$ cat src/rtl/dcache_pkg.sv
// dcache_pkg: shared types and geometry helpers for the dcache store responder.
//   type_dcache_resp_state_e : responder FSM states
//   type_dcache_line_t       : one array line {valid, tag, data}, sized for the widest build
//   calc_idx_w / calc_tag_w  : index and tag widths from the address/line parameters
package dcache_pkg;

  // Line fields are sized for the largest supported geometry; narrower builds
  // zero-extend into them.
  localparam int unsigned LINE_TAG_MAX_W  = 64;
  localparam int unsigned LINE_DATA_MAX_W = 64;

  typedef enum logic [1:0] {
    StIdle,
    StLookup,
    StMemWr,
    StAck
  } type_dcache_resp_state_e;

  typedef struct packed {
    logic                       valid;
    logic [LINE_TAG_MAX_W-1:0]  tag;
    logic [LINE_DATA_MAX_W-1:0] data;
  } type_dcache_line_t;

  function automatic int unsigned calc_idx_w(input int unsigned num_lines);
    return $clog2(num_lines);
  endfunction

  // Two bits of byte offset sit below the index.
  function automatic int unsigned calc_tag_w(input int unsigned addr_w,
                                             input int unsigned num_lines);
    return addr_w - 2 - $clog2(num_lines);
  endfunction

endpackage

$ cat src/rtl/dcache_wr_array.sv
// dcache_wr_array: direct-mapped one-word-per-line tag/valid/data storage.
// Ports:
//   clk, rst_n    clock, async active-low reset (clears valid bits only)
//   i_idx         line index for both the read and the write
//   i_wr_en       byte-masked write of data and tag at i_idx
//   i_wr_tag      tag written with the data
//   i_wr_data     write data, i_wr_sel selects the bytes taken from it
//   i_clr_all     invalidate every line; overrides a same-cycle write
//   o_rd_valid    combinational valid bit at i_idx
//   o_rd_tag      combinational tag at i_idx
module dcache_wr_array
  import dcache_pkg::*;
#(
  parameter int unsigned TAG_W          = 26,
  parameter int unsigned IDX_W          = 4,
  parameter int unsigned DATA_WIDTH     = 32,
  parameter int unsigned BYTE_SEL_WIDTH = 4,
  parameter int unsigned NUM_LINES      = 16
) (
  input  logic                      clk,
  input  logic                      rst_n,
  input  logic [IDX_W-1:0]          i_idx,
  input  logic                      i_wr_en,
  input  logic [TAG_W-1:0]          i_wr_tag,
  input  logic [DATA_WIDTH-1:0]     i_wr_data,
  input  logic [BYTE_SEL_WIDTH-1:0] i_wr_sel,
  input  logic                      i_clr_all,
  output logic                      o_rd_valid,
  output logic [TAG_W-1:0]          o_rd_tag
);

  type_dcache_line_t            r_lines [NUM_LINES];
  logic [LINE_DATA_MAX_W-1:0]   w_merged;
  logic [LINE_TAG_MAX_W-1:0]    w_rd_tag_full;

  assign o_rd_valid    = r_lines[i_idx].valid;
  assign w_rd_tag_full = r_lines[i_idx].tag;
  assign o_rd_tag      = w_rd_tag_full[TAG_W-1:0];

  // Old line data with the enabled bytes replaced.
  always_comb begin
    w_merged = r_lines[i_idx].data;
    for (int b = 0; b < BYTE_SEL_WIDTH; b++) begin
      if (i_wr_sel[b]) begin
        w_merged[8*b +: 8] = i_wr_data[8*b +: 8];
      end
    end
  end

  // Only the valid bits are reset; tag and data hold whatever they had.
  always_ff @(posedge clk or negedge rst_n) begin
    if (!rst_n) begin
      for (int i = 0; i < NUM_LINES; i++) begin
        r_lines[i].valid <= 1'b0;
      end
    end else if (i_clr_all) begin
      for (int i = 0; i < NUM_LINES; i++) begin
        r_lines[i].valid <= 1'b0;
      end
    end else if (i_wr_en) begin
      r_lines[i_idx].tag  <= LINE_TAG_MAX_W'(i_wr_tag);
      r_lines[i_idx].data <= w_merged;
    end
  end

endmodule

$ cat src/rtl/dcache_stb_responder.sv
// dcache_stb_responder: store-buffer drain endpoint of the data cache.
// Takes one store at a time, updates the write-through no-allocate array on a hit,
// forwards writes to memory and returns a one-cycle ack to the store buffer.
// Ports:
//   clk, rst_n             clock, async active-low reset
//   stb2dcache_*           store request (addr, wdata, sel_byte, w_en, req)
//   dmem_sel_i             request targets cacheable data memory; req ignored when 0
//   dcache2stb_ack/err     completion pulse; err marks a memory timeout
//   dcache_flush_i         invalidate all lines at the next edge
//   dcache2mem_*           word-aligned memory write, req held until mem2dcache_ack
//   mem2dcache_ack         memory accepted the write
// Optional feature: define DCACHE_STB_RESP_TIMEOUT_EN to add a TIMEOUT_CYCLES watchdog
// on the memory ack; otherwise MEM_WR waits forever and dcache2stb_err is 0.
module dcache_stb_responder
  import dcache_pkg::*;
#(
  parameter int unsigned ADDR_WIDTH     = 32,
  parameter int unsigned DATA_WIDTH     = 32,
  parameter int unsigned BYTE_SEL_WIDTH = 4,
  parameter int unsigned NUM_LINES      = 16,
  parameter int unsigned TIMEOUT_CYCLES = 64
) (
  input  logic                      clk,
  input  logic                      rst_n,
  input  logic [ADDR_WIDTH-1:0]     stb2dcache_addr,
  input  logic [DATA_WIDTH-1:0]     stb2dcache_wdata,
  input  logic [BYTE_SEL_WIDTH-1:0] stb2dcache_sel_byte,
  input  logic                      stb2dcache_w_en,
  input  logic                      stb2dcache_req,
  input  logic                      dmem_sel_i,
  output logic                      dcache2stb_ack,
  output logic                      dcache2stb_err,
  input  logic                      dcache_flush_i,
  output logic [ADDR_WIDTH-1:0]     dcache2mem_addr,
  output logic [DATA_WIDTH-1:0]     dcache2mem_wdata,
  output logic [BYTE_SEL_WIDTH-1:0] dcache2mem_sel_byte,
  output logic                      dcache2mem_w_en,
  output logic                      dcache2mem_req,
  input  logic                      mem2dcache_ack
);

  localparam int unsigned IDX_W = calc_idx_w(NUM_LINES);
  localparam int unsigned TAG_W = calc_tag_w(ADDR_WIDTH, NUM_LINES);

  type_dcache_resp_state_e   r_state, w_state_next;
  logic [ADDR_WIDTH-1:0]     r_addr;
  logic [DATA_WIDTH-1:0]     r_wdata;
  logic [BYTE_SEL_WIDTH-1:0] r_sel;
  logic                      r_wen;

  logic                      w_capture;
  logic                      w_in_mem;
  logic                      w_hit;
  logic                      w_rd_valid;
  logic [TAG_W-1:0]          w_rd_tag;
  logic [TAG_W-1:0]          w_tag;
  logic [IDX_W-1:0]          w_idx;
  logic                      w_tmo;

  assign w_capture = (r_state == StIdle) && stb2dcache_req && dmem_sel_i;
  assign w_in_mem  = (r_state == StMemWr);
  assign w_idx     = r_addr[2 +: IDX_W];
  assign w_tag     = r_addr[ADDR_WIDTH-1 -: TAG_W];
  assign w_hit     = w_rd_valid && (w_rd_tag == w_tag);

  always_ff @(posedge clk or negedge rst_n) begin
    if (!rst_n) begin
      r_addr  <= '0;
      r_wdata <= '0;
      r_sel   <= '0;
      r_wen   <= 1'b0;
    end else if (w_capture) begin
      r_addr  <= stb2dcache_addr;
      r_wdata <= stb2dcache_wdata;
      r_sel   <= stb2dcache_sel_byte;
      r_wen   <= stb2dcache_w_en;
    end
  end

  dcache_wr_array #(
    .TAG_W          (TAG_W),
    .IDX_W          (IDX_W),
    .DATA_WIDTH     (DATA_WIDTH),
    .BYTE_SEL_WIDTH (BYTE_SEL_WIDTH),
    .NUM_LINES      (NUM_LINES)
  ) u_array (
    .clk        (clk),
    .rst_n      (rst_n),
    .i_idx      (w_idx),
    .i_wr_en    ((r_state == StLookup) && w_hit && r_wen),
    .i_wr_tag   (w_tag),
    .i_wr_data  (r_wdata),
    .i_wr_sel   (r_sel),
    .i_clr_all  (dcache_flush_i),
    .o_rd_valid (w_rd_valid),
    .o_rd_tag   (w_rd_tag)
  );

`ifdef DCACHE_STB_RESP_TIMEOUT_EN
  localparam int unsigned TMO_W = $clog2(TIMEOUT_CYCLES + 1);

  logic [TMO_W-1:0] r_tmo_cnt;
  logic             r_tmo_err;

  // Counts MEM_WR cycles already spent; the last allowed cycle is TIMEOUT_CYCLES-1.
  assign w_tmo = w_in_mem && !mem2dcache_ack && (r_tmo_cnt == TMO_W'(TIMEOUT_CYCLES - 1));

  always_ff @(posedge clk or negedge rst_n) begin
    if (!rst_n) begin
      r_tmo_cnt <= '0;
      r_tmo_err <= 1'b0;
    end else begin
      r_tmo_cnt <= w_in_mem ? r_tmo_cnt + TMO_W'(1) : '0;
      if (w_tmo) begin
        r_tmo_err <= 1'b1;
      end else if (w_capture) begin
        r_tmo_err <= 1'b0;
      end
    end
  end

  assign dcache2stb_err = (r_state == StAck) && r_tmo_err;
`else
  assign w_tmo          = 1'b0;
  assign dcache2stb_err = 1'b0;
`endif

  always_ff @(posedge clk or negedge rst_n) begin
    if (!rst_n) begin
      r_state <= StIdle;
    end else begin
      r_state <= w_state_next;
    end
  end

  always_comb begin
    w_state_next = r_state;
    unique case (r_state)
      StIdle:   if (w_capture) w_state_next = StLookup;
      StLookup: w_state_next = r_wen ? StMemWr : StAck;
      StMemWr:  if (mem2dcache_ack || w_tmo) w_state_next = StAck;
      StAck:    w_state_next = StIdle;
      default:  w_state_next = StIdle;
    endcase
  end

  // Memory outputs are gated by state so they read 0 outside MEM_WR and during reset.
  assign dcache2stb_ack      = (r_state == StAck);
  assign dcache2mem_req      = w_in_mem;
  assign dcache2mem_w_en     = w_in_mem && r_wen;
  assign dcache2mem_addr     = w_in_mem ? {r_addr[ADDR_WIDTH-1:2], 2'b00} : '0;
  assign dcache2mem_wdata    = w_in_mem ? r_wdata : '0;
  assign dcache2mem_sel_byte = w_in_mem ? r_sel : '0;

endmodule

$ cat config.mk
export PLATFORM = sky130hd
export DESIGN_NAME = dcache_stb_responder
export DESIGN_NICKNAME = d
export VERILOG_FILES = /design/src/rtl/dcache_pkg.sv /design/src/rtl/dcache_wr_array.sv /design/src/rtl/dcache_stb_responder.sv
export SDC_FILE = /design/constraint.sdc
export NUM_CORES = 1
export LEC_CHECK = 0
export CAP_MARGIN = 20
export CORE_UTILIZATION = 28
export CTS_CLUSTER_SIZE = 8
export DETAILED_ROUTE_END_ITERATION = 10
export DONT_BUFFER_PORTS = 1
export GPL_ROUTABILITY_DRIVEN = 0
export PLACE_DENSITY_LB_ADDON = 0.08
export SKIP_LAST_GASP = 1
export SLEW_MARGIN = 20
export SYNTH_ARGS = -nofsm -noshare
export SYNTH_HDL_FRONTEND = slang
export SYNTH_SLANG_ARGS = --single-unit
$ cat constraint.sdc
create_clock -name clk -period 2.59 [get_ports clk]
set_clock_uncertainty 0.2 [all_clocks]
set_input_delay 0.518 -clock clk [delete_from_list [all_inputs] [get_ports clk]]
set_output_delay 0.518 -clock clk [all_outputs]
set_load 0.02 [all_outputs]
==> summary.md, run 1 <==
| Metric | Value |
|---|---|
| Worst r2r src | r_state[0] |
| Initial Utilization | 28.70% |
| Synth warn | 0 |
| Final Hold Fails | 0 |
| Die Span Y | 110.0 um |
| Worst setup SP type | flip-flop |
| Worst vdd ir | 0.5361 mV |
| Post-route ant nets | 0 |
| Root Buffer | clkbuf_16 |
| Outcome | complete, no violations |
| GRT Residual Overflow | 0 |
| Leak Pwr | 1.742 nW |
| Ys flop type | dfrtp_1 |
| Reg-to-reg critical path endpoint | r_addr[6] |
| Number of synthesized flops with an enable pin | 0 |
| Final setup viols | 0 |
| HPWL after DPL | 4247 um |
| Vias in the first global route | 1723 |
| Mapped Cells | 238 |
| Yosys cell types | 18 |
| Area Growth Syn to Fin | 14.19% |
| Top cells by count, synth | dfrtp_1, and2_1, mux2_2 |
| Worst reg2reg path depth | 5 |
| Synthesized area per cell | 13.71 sq um |
| Die area | 0.01209 sq mm |
| Max frequency | 0.4209 GHz |
| Asr flop ratio synth | 100.0% |
| Total Routing Usage GR | 11.41% |
| Worst-path clk slew | 0.05 ns |
| Layout cells sized above 1 | 36.07% |
| CTS tree | yes |
| Hold Crit Class | in2reg |
| Clock tree sinks | 69 |
| CTS max path bufs | 2 |
| CTS Buf Count | 9 |
| Final WL | 6732 um |
| Crit path from | r_state[0] |
| Final Cycle Share | 91.74% |
| RSZ-0062 raised after global routing | false |
| Via Count | 1754 |
| Antenna cells | 0 |
| Crit path DAT | 1.66 ns |
| WL per Instance | 17.40 um |
| Via density per instance | 4.532 |
| I/O Buffers | 0 |
| Most common cell in the synthesized netlist | dfrtp_1 |
| Post-synth top area share | 52.91% |
| MaxCap Viol Count | 0 |
| Post-Syn Area | 0.003263 sq mm |
| H-Tree Depth | 3 |
| WP data required | 1.87 ns |
| Post-synth top area cell | dfrtp_1 |
| Net count, final | 320 |
| PwrDens | 1306 mW/mm^2 |
| Sequential fraction of the synthesis area | 52.91% |
| Die X | 110.0 um |
| Post-route design area | 0.003726 sq mm |
| Post-CTS Setup Bufs | 0 |
| Hold path depth | 1 |
| Pre-Repair DR Iteration Count | 4 |
| WHS Endpoint | r_addr[9] |
| Row count | 39 |
| 1st-iter DRT viols | 55 |
| DR DRC count | 0 |
| Crit path capture type | output port |
| CP Class | reg2out |
| Placed cell areas | 0.003406 sq mm |
| Worst Path Max Fanout | 34 |
| Min Tclk post-route | 2.376 ns |
| IO Count | 147 |
| Hold Crit Start | stb2dcache_addr[9] |
| Setup tns final | 0 ns |
| Slew Limit Fails | 0 |
| First-pass GRT wire length | 9660 um |
| Initial antenna violation count | 0 |
| Largest cells by area after synthesis | dfrtp_1, mux2_4, mux2_2, and2_1, ha_1 |
| Pin count of the biggest net entering global routing | 70 |
| Skew-Pair Late Insertion Delay | 0.33 ns |
| R2R setup slack | 0.52 ns |
| Synthesis-stage register bit count | 69 |
| Core area | 0.01137 sq mm |
-- repair_timing --
action,4_1_cts,5_1_grt
hold buffers,2,0
hold endpoints to repair,69,0
setup endpoints to repair,0,12
gates resized for setup,0,1
-- metal layers --
layer,global-route usage [%],part of all wire [%]
met5,0,0
met4,5.143,1.5
met3,6.758,9.8
met2,16.83,46
met1,13.19,43
-- worst max-delay path by stage --
stage,end,cells past startpoint,slack [ns]
after global placement,dcache2mem_addr[10],4,0.46
final,dcache2mem_w_en,4,0.21
after global routing,dcache2mem_wdata[27],4,0.05
after CTS,dcache2mem_w_en,4,0.08
after detailed placement,dcache2mem_w_en,4,0.45
after floorplan,dcache2mem_addr[30],5,0.32
-- cells by family after synthesis --
group,Yosys count,synth area share [%]
AO/OA/AOI/OAI,4,0.8817
adder cells (fa/ha/maj),5,1.917
buffers and inverters,20,3.681
flip-flops,69,52.91
multiplexers,68,26.92
other,1,0.1149
AND/OR/NAND/NOR,71,13.57
-- cells in the final DEF (no fill, tap or decap), drive strengths merged --
| cell | count |
|---|---|
| dfrtp | 69 |
| mux2 | 68 |
| and2 | 67 |
| clkbuf | 14 |
| ha | 5 |
| buf | 5 |
| inv | 3 |
| conb | 3 |
| a211oi | 2 |
| nand3 | 1 |
| nand2 | 1 |
| nor2b | 1 |
| nor2 | 1 |
| a21oi | 1 |
| a2bb2oi | 1 |
| clkinv | 1 |
| dlygate4sd3 | 1 |
-- critical path, stage by stage (launching register included) --
cell and delay [ns]:
dfrtp_1 0.41, inv_1 0.14, ha_2 0.24, buf_6 0.22
and2_1 0.30
-- power by group --
group / switching [mW] / internal [mW]
registers: 0.246 / 1.62
logic: 0.977 / 0.868
clock network: 0.432 / 0.720
total: 1.66 / 3.21
-- state kept, by name, indices dropped and copies added, names as in the netlist --
| name | count |
|---|---|
| r_addr | 30 |
| r_wen | 1 |
| r_sel | 4 |
| r_state | 2 |
| r_wdata | 32 |
-- metrics by stage --
step	total power, mW	util (%)	hold WS, ns	instances	setup WS [ns]
floorplan	3.433	-	0.02241	240	0.3245
global placement	3.713	29.95	0.02402	370	0.4604
detailed placement	3.734	29.95	0.02410	370	0.4532
CTS	4.974	32.74	0.1060	387	0.07732
global route	5.224	32.77	0.1035	387	0.05371
finish	4.866	32.77	0.1276	387	0.2140
-- layout make-up --
type | instances | area, sq um
tap | 143 | 178.9
inverter | 3 | 11.26
fill | 1149 | 7644
clock inverter | 1 | 5.005
clock buffer | 14 | 274.0
timing repair buffer | 6 | 96.34
sequential | 69 | 1727
multi-input combinational | 151 | 1434
Note: power is estimated with default switching activity, not from simulation.
==> run 2: changes to the inputs <==
CORE_MARGIN = 2   (was default)
SKIP_CTS_REPAIR_TIMING = 1   (was default)
==> summary.md, run 2 (synthesized netlist as in run 1, its figures left out) <==
| Metric | Value |
|---|---|
| 1st-iter DRT viols | 45 (-18%) |
| Via Count | 1736 (-1.0%) |
| Area Growth Syn to Fin | 14.76% |
| CP Class | reg2out |
| IO Count | 147 (unchanged) |
| Min Tclk post-route | 2.412 ns (+0.03632 ns) |
| Worst setup SP type | flip-flop |
| Final Cycle Share | 93.14% (+1.4 points) |
| Vias in the first global route | 1908 (+11%) |
| Met1 WL | 2808 um (-2.5%) |
| CTS tree | yes |
| CTS Buf Count | 9 (unchanged) |
| PwrDens | 1305 mW/mm^2 (about the same) |
| Post-route ant nets | 0 (unchanged) |
| Initial Utilization | 28.58% (-0.12 points) |
| Total Routing Usage GR | 11.26% (-0.15 points) |
| Most frequent cells in the layout | dfrtp_1, and2_1, mux2_2 |
| Final setup viols | 0 (unchanged) |
| Antenna cells | 0 (unchanged) |
| Final non-filler cell total | 387 (unchanged) |
| Root Buffer | clkbuf_16 |
| Final WL | 6741 um (+0.13%) |
| Most flops, register | r_wdata |
| Routed met2 length | 3285 um (+6.4%) |
| Die Span Y | 112.0 um (+1.8%) |
| Top flop regs | r_wdata (32), r_addr (30), r_sel (4) |
| Slew Limit Fails | 0 (unchanged) |
| Cell Count Post-Placement | 370 (unchanged) |
| Max frequency | 0.4145 GHz (-1.5%) |
| Setup tns final | 0 ns (unchanged) |
| DR DRC count | 0 (unchanged) |
| Layout cells sized above 1 | 36.07% (unchanged) |
| Skew-Pair Late Insertion Delay | 0.33 ns (about the same) |
| Worst vdd ir | 0.4551 mV (-15%) |
| Die area | 0.01253 sq mm (+3.7%) |
| WL per Instance | 17.42 um (+0.13%) |
| Worst Path Max Fanout | 45 (+32%) |
| Via density per instance | 4.486 (-1.0%) |
| First-pass GRT wire length | 10660 um (+10%) |
| Largest register FFs | 32 (unchanged) |
| Crit path DAT | 1.69 ns (+0.03 ns) |
| Die X | 112.0 um (+1.8%) |
| Highest metal used | met4 |
| Pre-Repair DR Iteration Count | 4 (unchanged) |
| Final Hold Fails | 0 (unchanged) |
| Net count, final | 320 (unchanged) |
| HPWL after DPL | 4426 um (+4.2%) |
| H-Tree Depth | 3 (unchanged) |
| Pin count of the biggest net entering global routing | 70 (unchanged) |
| Row count | 39 (unchanged) |
| Clock tree sinks | 69 (unchanged) |
| WL met3 | 574 um (-13%) |
| Worst-path clk slew | 0.05 ns (about the same) |
| I/O Buffers | 0 (unchanged) |
| Core area | 0.01142 sq mm (+0.43%) |
| Leak Pwr | 1.749 nW (+0.40%) |
| MaxCap Viol Count | 0 (unchanged) |
| GRT Residual Overflow | 0 (unchanged) |
| WP data required | 1.87 ns (about the same) |
| Crit path capture type | output port |
| CTS max path bufs | 2 (unchanged) |
| Initial antenna violation count | 0 (unchanged) |
| Outcome | complete, no violations |
| Hold Crit Class | in2reg |
| Most common cell after layout, fill and taps aside | dfrtp_1 |
| RSZ-0062 raised after global routing | false |
-- run 2: per-stage QoR --
stage	worst slack, ns	util, %	hold slack [ns]	power (mW)	area (sq um)
after CTS	0.03991	32.38	-0.3420	4.957	3697
final	0.1777	32.80	0.1341	4.887	3745
after floorplan	0.3245	-	0.02241	3.433	3271
after detailed placement	0.4051	29.94	0.02403	3.749	3418
after global routing	0.05822	32.80	0.1104	5.236	3745
after global placement	0.4079	29.94	0.02387	3.723	3418
-- run 2: where the power goes --
part / switching, mW / internal [mW]
sequential: 0.252 / 1.62
clock: 0.425 / 0.720
combinational: 0.987 / 0.880
total: 1.66 / 3.22
-- run 2: path summary, 6_finish.rpt --
kind                       cells after the start  slack (ns)           startpoint                      to
min reg2reg                                    1        0.30          r_wdata[31]             r_wdata[31]
min in group asynchronous                      2        0.53                rst_n              r_addr[12]
max reg2reg                                    5        0.53           r_state[0]             r_wdata[19]
min                                            1        0.13  stb2dcache_addr[16]              r_addr[16]
max in group asynchronous                      2        1.37                rst_n              r_state[0]
max                                            4        0.18           r_state[0]  dcache2mem_sel_byte[1]
-- run 2: cell type report --
cell class | count | area [sq um]
clock inverters | 1 | 5.005
clock buffers | 14 | 274.0
well taps | 143 | 178.9
repair buffers | 6 | 105.1
fillers | 1111 | 7674
multi-input cells | 151 | 1444
inverters | 3 | 11.26
flip-flops and latches | 69 | 1727
-- run 2: critical path, stage by stage (launching register included) --
cell and delay, ns:
dfrtp_1 0.42, inv_1 0.18, ha_4 0.24, buf_12 0.22, and2_1 0.29
-- run 2: routing by layer --
layer	vias up	track usage [%]
met2	79	17.37
met4	0	4.878
met3	6	5.716
li1	783	-
met5	-	0
met1	868	13.25
